`src/rtl/sc_gametick_sequencer.sv`:
```
// Game pacing and phase scheduler for the lane-game datapath.
// Divides CLOCK_50 into game ticks, keeps the 8-bit tick count (reloj), tracks
// the phase window the count is in, and sequences start / pause / collision.
// Each completed round shortens the tick period down to a floor (level speed-up).
// The phase boundary table can be rewritten through the config port while idle.
module sc_gametick_sequencer #(
    parameter int PRESCALE_W     = 26,
    parameter int DEFAULT_PERIOD = 25000000,
    parameter int MIN_PERIOD     = 3125000,
    parameter int SPEEDUP_STEP   = 1562500,
    parameter int ROUND_LEN      = 154,
    parameter int NUM_BOUNDS     = 9
) (
    input  logic       SC_GAMESEQ_CLOCK_50,
    input  logic       SC_GAMESEQ_RESET_InLow,
    input  logic       SC_GAMESEQ_startButton_InLow,
    input  logic       SC_GAMESEQ_pauseButton_InLow,
    input  logic       SC_GAMESEQ_collision_InHigh,
    input  logic       SC_GAMESEQ_cfgWr_InHigh,
    input  logic [3:0] SC_GAMESEQ_cfgAddr,
    input  logic [7:0] SC_GAMESEQ_cfgData,
    output logic       SC_GAMESEQ_cfgAck_Out,
    output logic [7:0] SC_GAMESEQ_reloj_Out,
    output logic       SC_GAMESEQ_tick_Out,
    output logic [3:0] SC_GAMESEQ_phase_Out,
    output logic       SC_GAMESEQ_phaseStart_Out,
    output logic [2:0] SC_GAMESEQ_level_Out,
    output logic [7:0] SC_GAMESEQ_round_Out,
    output logic       SC_GAMESEQ_running_Out,
    output logic       SC_GAMESEQ_lost_Out
);

    typedef enum logic [2:0] {
        ST_IDLE,
        ST_ARMED,
        ST_RUN,
        ST_PAUSE,
        ST_LOST
    } state_t;

    localparam logic [PRESCALE_W-1:0] PERIOD_RST  = PRESCALE_W'(DEFAULT_PERIOD);
    localparam logic [PRESCALE_W-1:0] PERIOD_MIN  = PRESCALE_W'(MIN_PERIOD);
    localparam logic [PRESCALE_W-1:0] PERIOD_STEP = PRESCALE_W'(SPEEDUP_STEP);
    // Smallest period that can still take a full step without dropping below the floor.
    localparam logic [PRESCALE_W-1:0] PERIOD_KNEE = PRESCALE_W'(MIN_PERIOD + SPEEDUP_STEP);
    localparam logic [PRESCALE_W-1:0] PRESCALE_ONE = PRESCALE_W'(1);
    localparam logic [7:0]            RELOJ_LAST  = 8'(ROUND_LEN - 1);
    localparam logic [3:0]            BOUND_CNT   = 4'(NUM_BOUNDS);

    // Power-up phase boundaries for the stock lane layout.
    function automatic logic [7:0] default_bound(input int idx);
        case (idx)
            0:       return 8'd8;
            1:       return 8'd24;
            2:       return 8'd44;
            3:       return 8'd52;
            4:       return 8'd60;
            5:       return 8'd90;
            6:       return 8'd98;
            7:       return 8'd106;
            8:       return 8'd146;
            default: return 8'd255;
        endcase
    endfunction

    state_t                state;
    logic [PRESCALE_W-1:0] prescaler;
    logic [PRESCALE_W-1:0] period;
    logic [7:0]            bound [NUM_BOUNDS];
    logic                  pause_prev;
    logic [7:0]            reloj;
    logic [3:0]            phase;
    logic [2:0]            level;
    logic [7:0]            round;
    logic                  tick;
    logic                  phase_start;
    logic                  cfg_ack;

    logic                  pause_fall;
    logic                  terminal;
    logic [7:0]            reloj_inc;
    logic                  bound_hit;

    assign pause_fall = pause_prev & ~SC_GAMESEQ_pauseButton_InLow;
    assign terminal   = (prescaler == period - PRESCALE_ONE);
    assign reloj_inc  = reloj + 8'd1;

    // Does the count about to be entered open the next phase window?
    always_comb begin
        // NOTE: default first so no path leaves bound_hit unassigned (no latch).
        bound_hit = 1'b0;
        if (phase < BOUND_CNT) begin
            bound_hit = (reloj_inc == bound[phase]);
        end
    end

    // Sequencer FSM, prescaler, counters, boundary table and all pulse outputs.
    always_ff @(posedge SC_GAMESEQ_CLOCK_50 or negedge SC_GAMESEQ_RESET_InLow) begin
        if (!SC_GAMESEQ_RESET_InLow) begin
            // NOTE: non-blocking assignments so every register sees pre-edge values.
            state       <= ST_IDLE;
            prescaler   <= '0;
            period      <= PERIOD_RST;
            pause_prev  <= 1'b1;
            reloj       <= '0;
            phase       <= '0;
            level       <= '0;
            round       <= '0;
            tick        <= 1'b0;
            phase_start <= 1'b0;
            cfg_ack     <= 1'b0;
            // NOTE: the table is flops, not RAM, so reset can restore the stock layout.
            for (int i = 0; i < NUM_BOUNDS; i++) begin
                bound[i] <= default_bound(i);
            end
        end else begin
            tick        <= 1'b0;
            phase_start <= 1'b0;
            cfg_ack     <= 1'b0;
            pause_prev  <= SC_GAMESEQ_pauseButton_InLow;

            case (state)
                ST_IDLE: begin
                    if (SC_GAMESEQ_cfgWr_InHigh && (SC_GAMESEQ_cfgAddr < BOUND_CNT)) begin
                        bound[SC_GAMESEQ_cfgAddr] <= SC_GAMESEQ_cfgData;
                        cfg_ack                   <= 1'b1;
                    end
                    if (!SC_GAMESEQ_startButton_InLow) begin
                        state <= ST_ARMED;
                    end
                end

                ST_ARMED: begin
                    // Game starts on release so one press cannot also count as a pause.
                    if (SC_GAMESEQ_startButton_InLow) begin
                        state       <= ST_RUN;
                        reloj       <= '0;
                        phase       <= '0;
                        prescaler   <= '0;
                        phase_start <= 1'b1;
                    end
                end

                ST_RUN: begin
                    if (SC_GAMESEQ_collision_InHigh) begin
                        // Collision wins: the coincident tick is dropped entirely.
                        state <= ST_LOST;
                    end else begin
                        if (terminal) begin
                            prescaler <= '0;
                            tick      <= 1'b1;
                            if (reloj == RELOJ_LAST) begin
                                reloj       <= '0;
                                phase       <= '0;
                                phase_start <= 1'b1;
                                round       <= round + 8'd1;
                                if (level != 3'd7) begin
                                    level <= level + 3'd1;
                                end
                                period <= (period >= PERIOD_KNEE) ? (period - PERIOD_STEP)
                                                                  : PERIOD_MIN;
                            end else begin
                                reloj <= reloj_inc;
                                if (bound_hit) begin
                                    phase       <= phase + 4'd1;
                                    phase_start <= 1'b1;
                                end
                            end
                        end else begin
                            prescaler <= prescaler + PRESCALE_ONE;
                        end
                        // A tick in the same cycle as the pause edge still counts.
                        if (pause_fall) begin
                            state <= ST_PAUSE;
                        end
                    end
                end

                ST_PAUSE: begin
                    if (pause_fall) begin
                        state <= ST_RUN;
                    end
                end

                ST_LOST: begin
                    if (!SC_GAMESEQ_startButton_InLow) begin
                        state  <= ST_ARMED;
                        level  <= '0;
                        round  <= '0;
                        period <= PERIOD_RST;
                    end
                end

                default: state <= ST_IDLE;
            endcase
        end
    end

    assign SC_GAMESEQ_cfgAck_Out     = cfg_ack;
    assign SC_GAMESEQ_reloj_Out      = reloj;
    assign SC_GAMESEQ_tick_Out       = tick;
    assign SC_GAMESEQ_phase_Out      = phase;
    assign SC_GAMESEQ_phaseStart_Out = phase_start;
    assign SC_GAMESEQ_level_Out      = level;
    assign SC_GAMESEQ_round_Out      = round;
    assign SC_GAMESEQ_running_Out    = (state == ST_RUN);
    assign SC_GAMESEQ_lost_Out       = (state == ST_LOST);

endmodule

```
`config.mk`:
```
export PLATFORM = sky130hd
export DESIGN_NAME = sc_gametick_sequencer
export DESIGN_NICKNAME = d
export VERILOG_FILES = /design/src/rtl/sc_gametick_sequencer.sv
export SDC_FILE = /design/constraint.sdc
export NUM_CORES = 1
export LEC_CHECK = 0
export CELL_PAD_IN_SITES_DETAIL_PLACEMENT = 0
export CELL_PAD_IN_SITES_GLOBAL_PLACEMENT = 1
export CORE_MARGIN = 4
export CORE_UTILIZATION = 40
export CTS_CLUSTER_SIZE = 16
export DETAILED_ROUTE_END_ITERATION = 7
export PLACE_DENSITY_LB_ADDON = 0.1
export SYNTH_ARGS = -nofsm -noshare
export SYNTH_HDL_FRONTEND = slang
export SYNTH_SLANG_ARGS = --single-unit
export TNS_END_PERCENT = 50
```
`constraint.sdc`:
```
create_clock -name SC_GAMESEQ_CLOCK_50 -period 4.96 [get_ports SC_GAMESEQ_CLOCK_50]
set_input_delay 0.992 -clock SC_GAMESEQ_CLOCK_50 [delete_from_list [all_inputs] [get_ports SC_GAMESEQ_CLOCK_50]]
set_output_delay 0.992 -clock SC_GAMESEQ_CLOCK_50 [all_outputs]
set_load 0.05 [all_outputs]
```
# ---- Word level (Yosys, flattened, before mapping)
# Cells that the tools add are included.
dict set report op_classes {
  add_sub_neg 7
  multipliers 0
  n_div 0
  magnitude_cmp 6
  eq_ne 18
  n_shift 0
  muxes 56
  bitwise_logic 4
  n_reduce_logical 13
}
# operator n
set op_table {}
lappend op_table {{$mux W26} 8}
lappend op_table {{$pmux W26 S2} 2}
lappend op_table {{$mux W8} 11}
lappend op_table {{$bwmux W72} 1}
lappend op_table {{$bmux W8 S4} 1}
lappend op_table {{$demux W8 S4} 1}
lappend op_table {{$pmux W8 S2} 2}
lappend op_table {{$mux W3} 10}
lappend op_table {{$add A26 B1 Y26 const B} 1}
lappend op_table {{$eq A26 B26 Y1} 1}
lappend op_table {{$ge A26 B23 Y1 const B} 1}
lappend op_table {{$sub A26 B1 Y26 const B} 1}
lappend op_table {{$sub A26 B21 Y26 const B} 1}
lappend op_table {{$mux W4} 5}
lappend op_table {{$add A8 B1 Y8 const B} 2}
lappend op_table {{$pmux W3 S4} 1}
lappend op_table {{$mux W1} 11}
lappend op_table {{$ge A5 B5 Y1 const B} 2}
lappend op_table {{$ne A2 B2 Y1 const B} 5}
lappend op_table {{$not A4 Y5} 2}
lappend op_table {{$reduce_and A5 Y1} 2}
lappend op_table {{$eq A8 B8 Y1} 1}
lappend op_table {{$eq A8 B8 Y1 const B} 1}
lappend op_table {{$lt A4 B4 Y1 const B} 2}
lappend op_table {{23 further kinds} 29}
dict set report totals {
  regBits 154
  latchBits 0
  ram_bits 0
  mem_bits_ro 0
  in_bits 18
  output_inout_bits 28
  wordCells 124
  mem_count 0
}

# ---- Logic depth before layout (Yosys ltp)
dict set report depth {
  word_depth 11
  mapped_depth 12
  mapped_depth_nobuf 10
}

# ---- Worst setup path after synthesis
# Ideal clock, no wire load.
dict set report synth_path {
  kind {register to register}
  from {reg phase[0], in the netlist SC_GAMESEQ_phase_Out[0]}
  to {reg phase[0], in the netlist SC_GAMESEQ_phase_Out[0]}
  setup_time_ps 77
  arrival_time_ps 3490
  t_required_ps 4883
  slack_ps 1394
  stages_incl_launch_ff 10
  n_path_buf 2
  period_less_slack_ps 3566
  path_cell_list {dfrtp_1 buf_2 buf_6 mux4_2 mux2i_1 mux2i_1 or4b_1 or4_1 or4_1 o21ai_1}
}
dict set report synth_via {
  elab_chain_cells 8
  elab_cells_between_ends 15
  classes_between {add/sub (1); order compare (1); eq/ne (2); mux (9); bitwise (1); reduce/logical (1)}
}
# element line
set synth_rtl {}
lappend synth_rtl {{from (decl)} 72} ;# logic [3:0] phase;
lappend synth_rtl {{from (signal assigned)} 165} ;# phase <= phase + 4'd1;
lappend synth_rtl {{$not A4 Y5 (not written as such)} 93} ;# bound_hit = (reloj_inc == bound[phase]);
lappend synth_rtl {{$bmux W8 S4} 93}
lappend synth_rtl {{$mux W8 (not written as such) (2 in series)} 93}
lappend synth_rtl {{$eq A8 B8 Y1} 93}
lappend synth_rtl {{$mux W1} 92} ;# if (phase < BOUND_CNT) begin
lappend synth_rtl {{$ne A3 B1 Y1 (no source line)} --}
lappend synth_rtl {{$reduce_and A5 Y1 (no source line)} --}
# Several ways; a longest one is shown, not always the timed one. The select of a mux whose other input is x is not followed.
# A chain may end at the register's enable or synchronous reset.

# ---- Final worst setup path
dict set report layout_path {
  from {reg period[2]}
  to {reg period[3]}
}
dict set report layout_via {
  elab_chain_cells 6
  elab_cells_between_ends 11
  classes_between {add/sub (2); order compare (1); eq/ne (2); mux (5); reduce/logical (1)}
}
# element line
set layout_rtl {}
lappend layout_rtl {{from (decl)} 68} ;# logic [PRESCALE_W-1:0] period;
lappend layout_rtl {{from (signal assigned)} 160} ;# period <= (period >= PERIOD_KNEE) ? (period - PERIOD_STEP)
lappend layout_rtl {{branches (longest 6 deep; another with $sub A26 B1 Y26)} --}
# Parallel ways; which one is timed is not known. The select of a mux whose other input is x is not followed.

==> run_results.csv <==
group,metric,value,unit
run_status,status,"completed",
synthesis,synth_top_area_share,30.4,%
floorplan,die_height,160,µm
final_layout,fin_cells,1229,
synthesis,yosysMostFrequentCell,"dfrtp_1",
timing,post-route-min-period,4.15,ns
timing,slew_headroom,28.7,%
timing,whs,0.504,ns
floorplan,start_util,40.8,%
synthesis,synthArstFlopShare,100,%
worst_setup_path,critPathKind,"reg -> reg",
clock_network,cts_tree,"built",
worst_setup_path,required,5.27,ns
worst_setup_path,crit_fanout,22,
grt,antenna_found_initial,0,
route,drt_iter0_drc,532,
pwr,p_sw_share,42.1,%
route,firstDrtPassIters,5,
timing,timing.setup.tns,0,ns
placement,hpwl,18400,µm
route,drc,0,
timing,skew,0.0141,ns
clock_network,cts_setup_buffers,0,
clock_network,path_clk_slew,0.07,ns
floorplan,dieArea,25600,µm²
synthesis,yosysWarnings,0,
floorplan,io_pins,46,
synthesis,synth_fp_nets,935,
grt,grt-ovfl-total,0,
placement,dp_cells,1197,
pwr,power_switching,2600,µW
synthesis,synthFlopType,"dfrtp_1",
pwr,comb_power_share,41.5,%
worst_setup_path,critPathLaunchType,"register",
pwr,p_int,3580,µW
synthesis,ys_seq_area_share,41.7,%
clock_network,htree_levels,4,
worst_setup_path,crit_path_end_kind,"register",
grt,grtUsageTotal,20.2,%
timing,timing.final.ws_setup,0.812,ns
timing,rsz0062_at_grt,"no",
route,postRouteAntennaNets,0,
worst_setup_path,ff2ff_setup_slack,0.81,ns
clock_network,cts_buffers,17,
floorplan,rows,55,
clock_network,root_buffer,"clkbuf_16",
floorplan,die_w,160,µm
route,dr_total_vias,7256,
timing,fmax,0.241,GHz
final_layout,diodes,0,
synthesis,synth_edf_count,0,
synthesis,ys_ff_latch,152,
pwr,vdd_drop_max,0.288,mV
synthesis,ys_types,87,
grt,grt_max_degree,71,
pwr,power.leakage,0.00434,µW
placement,dp_slack,0.868,ns
placement,gp_congestion,0.856,
grt,grt_pass1_vias,7439,
final_layout,area_growth,14.1,%
synthesis,syn_area_per_cell,10.2,µm²
final_layout,fin_nets,961,
pwr,finalPower,6180,µW
timing,setup_viol,0,
clock_network,clock-sinks,152,
clock_network,hold_buffers,0,
timing,worst_pin_slew,1.07,ns
final_layout,drive_gt1_share,21.4,%
clock_network,cts_resized,0,
clock_network,cts_max_path_buffers,2,
min_path,holdCritPathClass,"reg -> reg",
route,viasPerCell,5.90,
job,max_cap_violations,0,
floorplan,coreArea,22600,µm²
timing,hold_viol,0,
placement,io_buffers,45,
synthesis,yosysTopAreaCell,"dfrtp_1",
pwr,p_seq_share,36.9,%
pwr,clkPwrFrac,21.5,%
route,finalWirelength,25600,µm
synthesis,synth_cells,905,
clock_network,clk_latency,0.43,ns
synthesis,synthesis.area,9230,µm²
route,wire_per_inst,20.8,µm
synthesis,ys_top_cells_by_count,"dfrtp_1, mux2_2, nand2_1",
pwr,pwr_density_cell,586,nW/µm²
synthesis,ys_top_cells_by_area,"dfrtp_1, dfstp_2, mux2_2",
timing,fin_crit_sh,83.6,%
worst_setup_path,cp.arrival,4.45,ns
grt,grt_first_pass_wirelength,41600,µm
timing,drv_slew,0,
## cells by family (layout without fill, tap and decap cells)
logic type                 count (synthesis)  count (layout)  share of synthesized area, %
AOI/OAI and AO/OA                        183             183                          13.9
xor gates and xnor gates                  63              63                          5.98
adders and majority gates                 12              12                          1.63
buffers and inverters                     89             128                          4.04
DFF                                      152             152                          41.7
muxes                                    113             113                          15.2
and+or+nand+nor                          293             293                          17.5
## metal layers
layer,global-route usage (%),vias up,wire length (µm),share of wire [%]
met5,0,-,0,0
met4,5.63,0,422,1.6
met3,3.12,26,835,3.3
met2,36.3,158,13400,52
met1,25.3,3676,11000,43
li1,-,3396,-,-
## stage by stage
step / util [%] / cell area, µm²
6_report: 46.5 / 10500
3_5_place_dp: 43.8 / 9920
5_1_grt: 46.5 / 10500
2_1_floorplan: - / 9230
3_3_place_gp: 43.8 / 9920
4_1_cts: 46.5 / 10500
## cells in the final DEF, fill, tap and decap left out, types with 7 or more instances in the layout
cell type and n:
and4_1 8, nand3_1 28, mux2i_1 21, nand2b_1 9
nand4_1 17, nor4_1 14, or3_1 8, ha_1 12
nand2_1 61, o2bb2ai_1 8, dfstp_2 40, clkdlybuf4s50_1 44
o22ai_1 7, o211ai_1 11, and2_1 9, inv_1 34
nor2_1 60, mux2_2 76, dfrtp_1 112, and3_1 12
nor3_1 15, xnor2_1 30, o21ai_0 24, nor2b_1 8
clkbuf_16 17, o22a_1 7, a31oi_1 9, mux4_2 14
a21oi_1 44, xor2_1 33, buf_4 15
## layout make-up
| class | count | area (µm²) |
|---|---|---|
| Timing Repair Buffer | 60 | 564 |
| Tap cell | 285 | 357 |
| Sequential cell | 152 | 3850 |
| Inverter | 36 | 135 |
| Fill cell | 2111 | 12100 |
| Clock buffer | 17 | 425 |
| Clock inverter | 15 | 191 |
| Multi-Input combinational cell | 664 | 5010 |
## critical path, cell delays in order, from the launching register on
cell and delay [ns]:
dfrtp_1 0.44, inv_1 0.15, ha_1 0.21, nor3b_1 0.67, and3_1 0.30, a22oi_1 0.12, or4b_4 0.57, nor4_4 0.38
nand4bb_2 0.14, buf_4 0.24, a21oi_4 0.42, mux2_1 0.37
## registers in the layout, indices dropped and copies added (netlist names)
signal                     flops
SC_GAMESEQ_reloj_Out           8
SC_GAMESEQ_level_Out           3
SC_GAMESEQ_tick_Out            1
SC_GAMESEQ_phaseStart_Out      1
prescaler                     26
period                        24
state                          3
SC_GAMESEQ_cfgAck_Out          1
SC_GAMESEQ_round_Out           8
SC_GAMESEQ_phase_Out           4
bound                         72
pause_prev                     1
## path summary, 6_finish.rpt
kind | startpoint | end | cells after the start
setup / recovery | period[2] | period[3] | 11
hold / removal | prescaler[0] | prescaler[0] | 1
setup reg to reg | period[2] | period[3] | 11
hold reg to reg | prescaler[0] | prescaler[0] | 1
max in group asynchronous | SC_GAMESEQ_RESET_InLow | SC_GAMESEQ_reloj_Out[0] | 2
min in group asynchronous | SC_GAMESEQ_RESET_InLow | SC_GAMESEQ_round_Out[3] | 1
## power by group through the flow
stage / clock [µW] / sequential (µW) / combinational (µW)
CTS: 1370 / 2280 / 2580
detailed placement: 0 / 2300 / 2570
global placement: 0 / 2290 / 2540
global route: 1410 / 2350 / 2800
finish: 1330 / 2280 / 2570
floorplan: 0 / 2110 / 1970
Power figures use the tool's default switching activity.
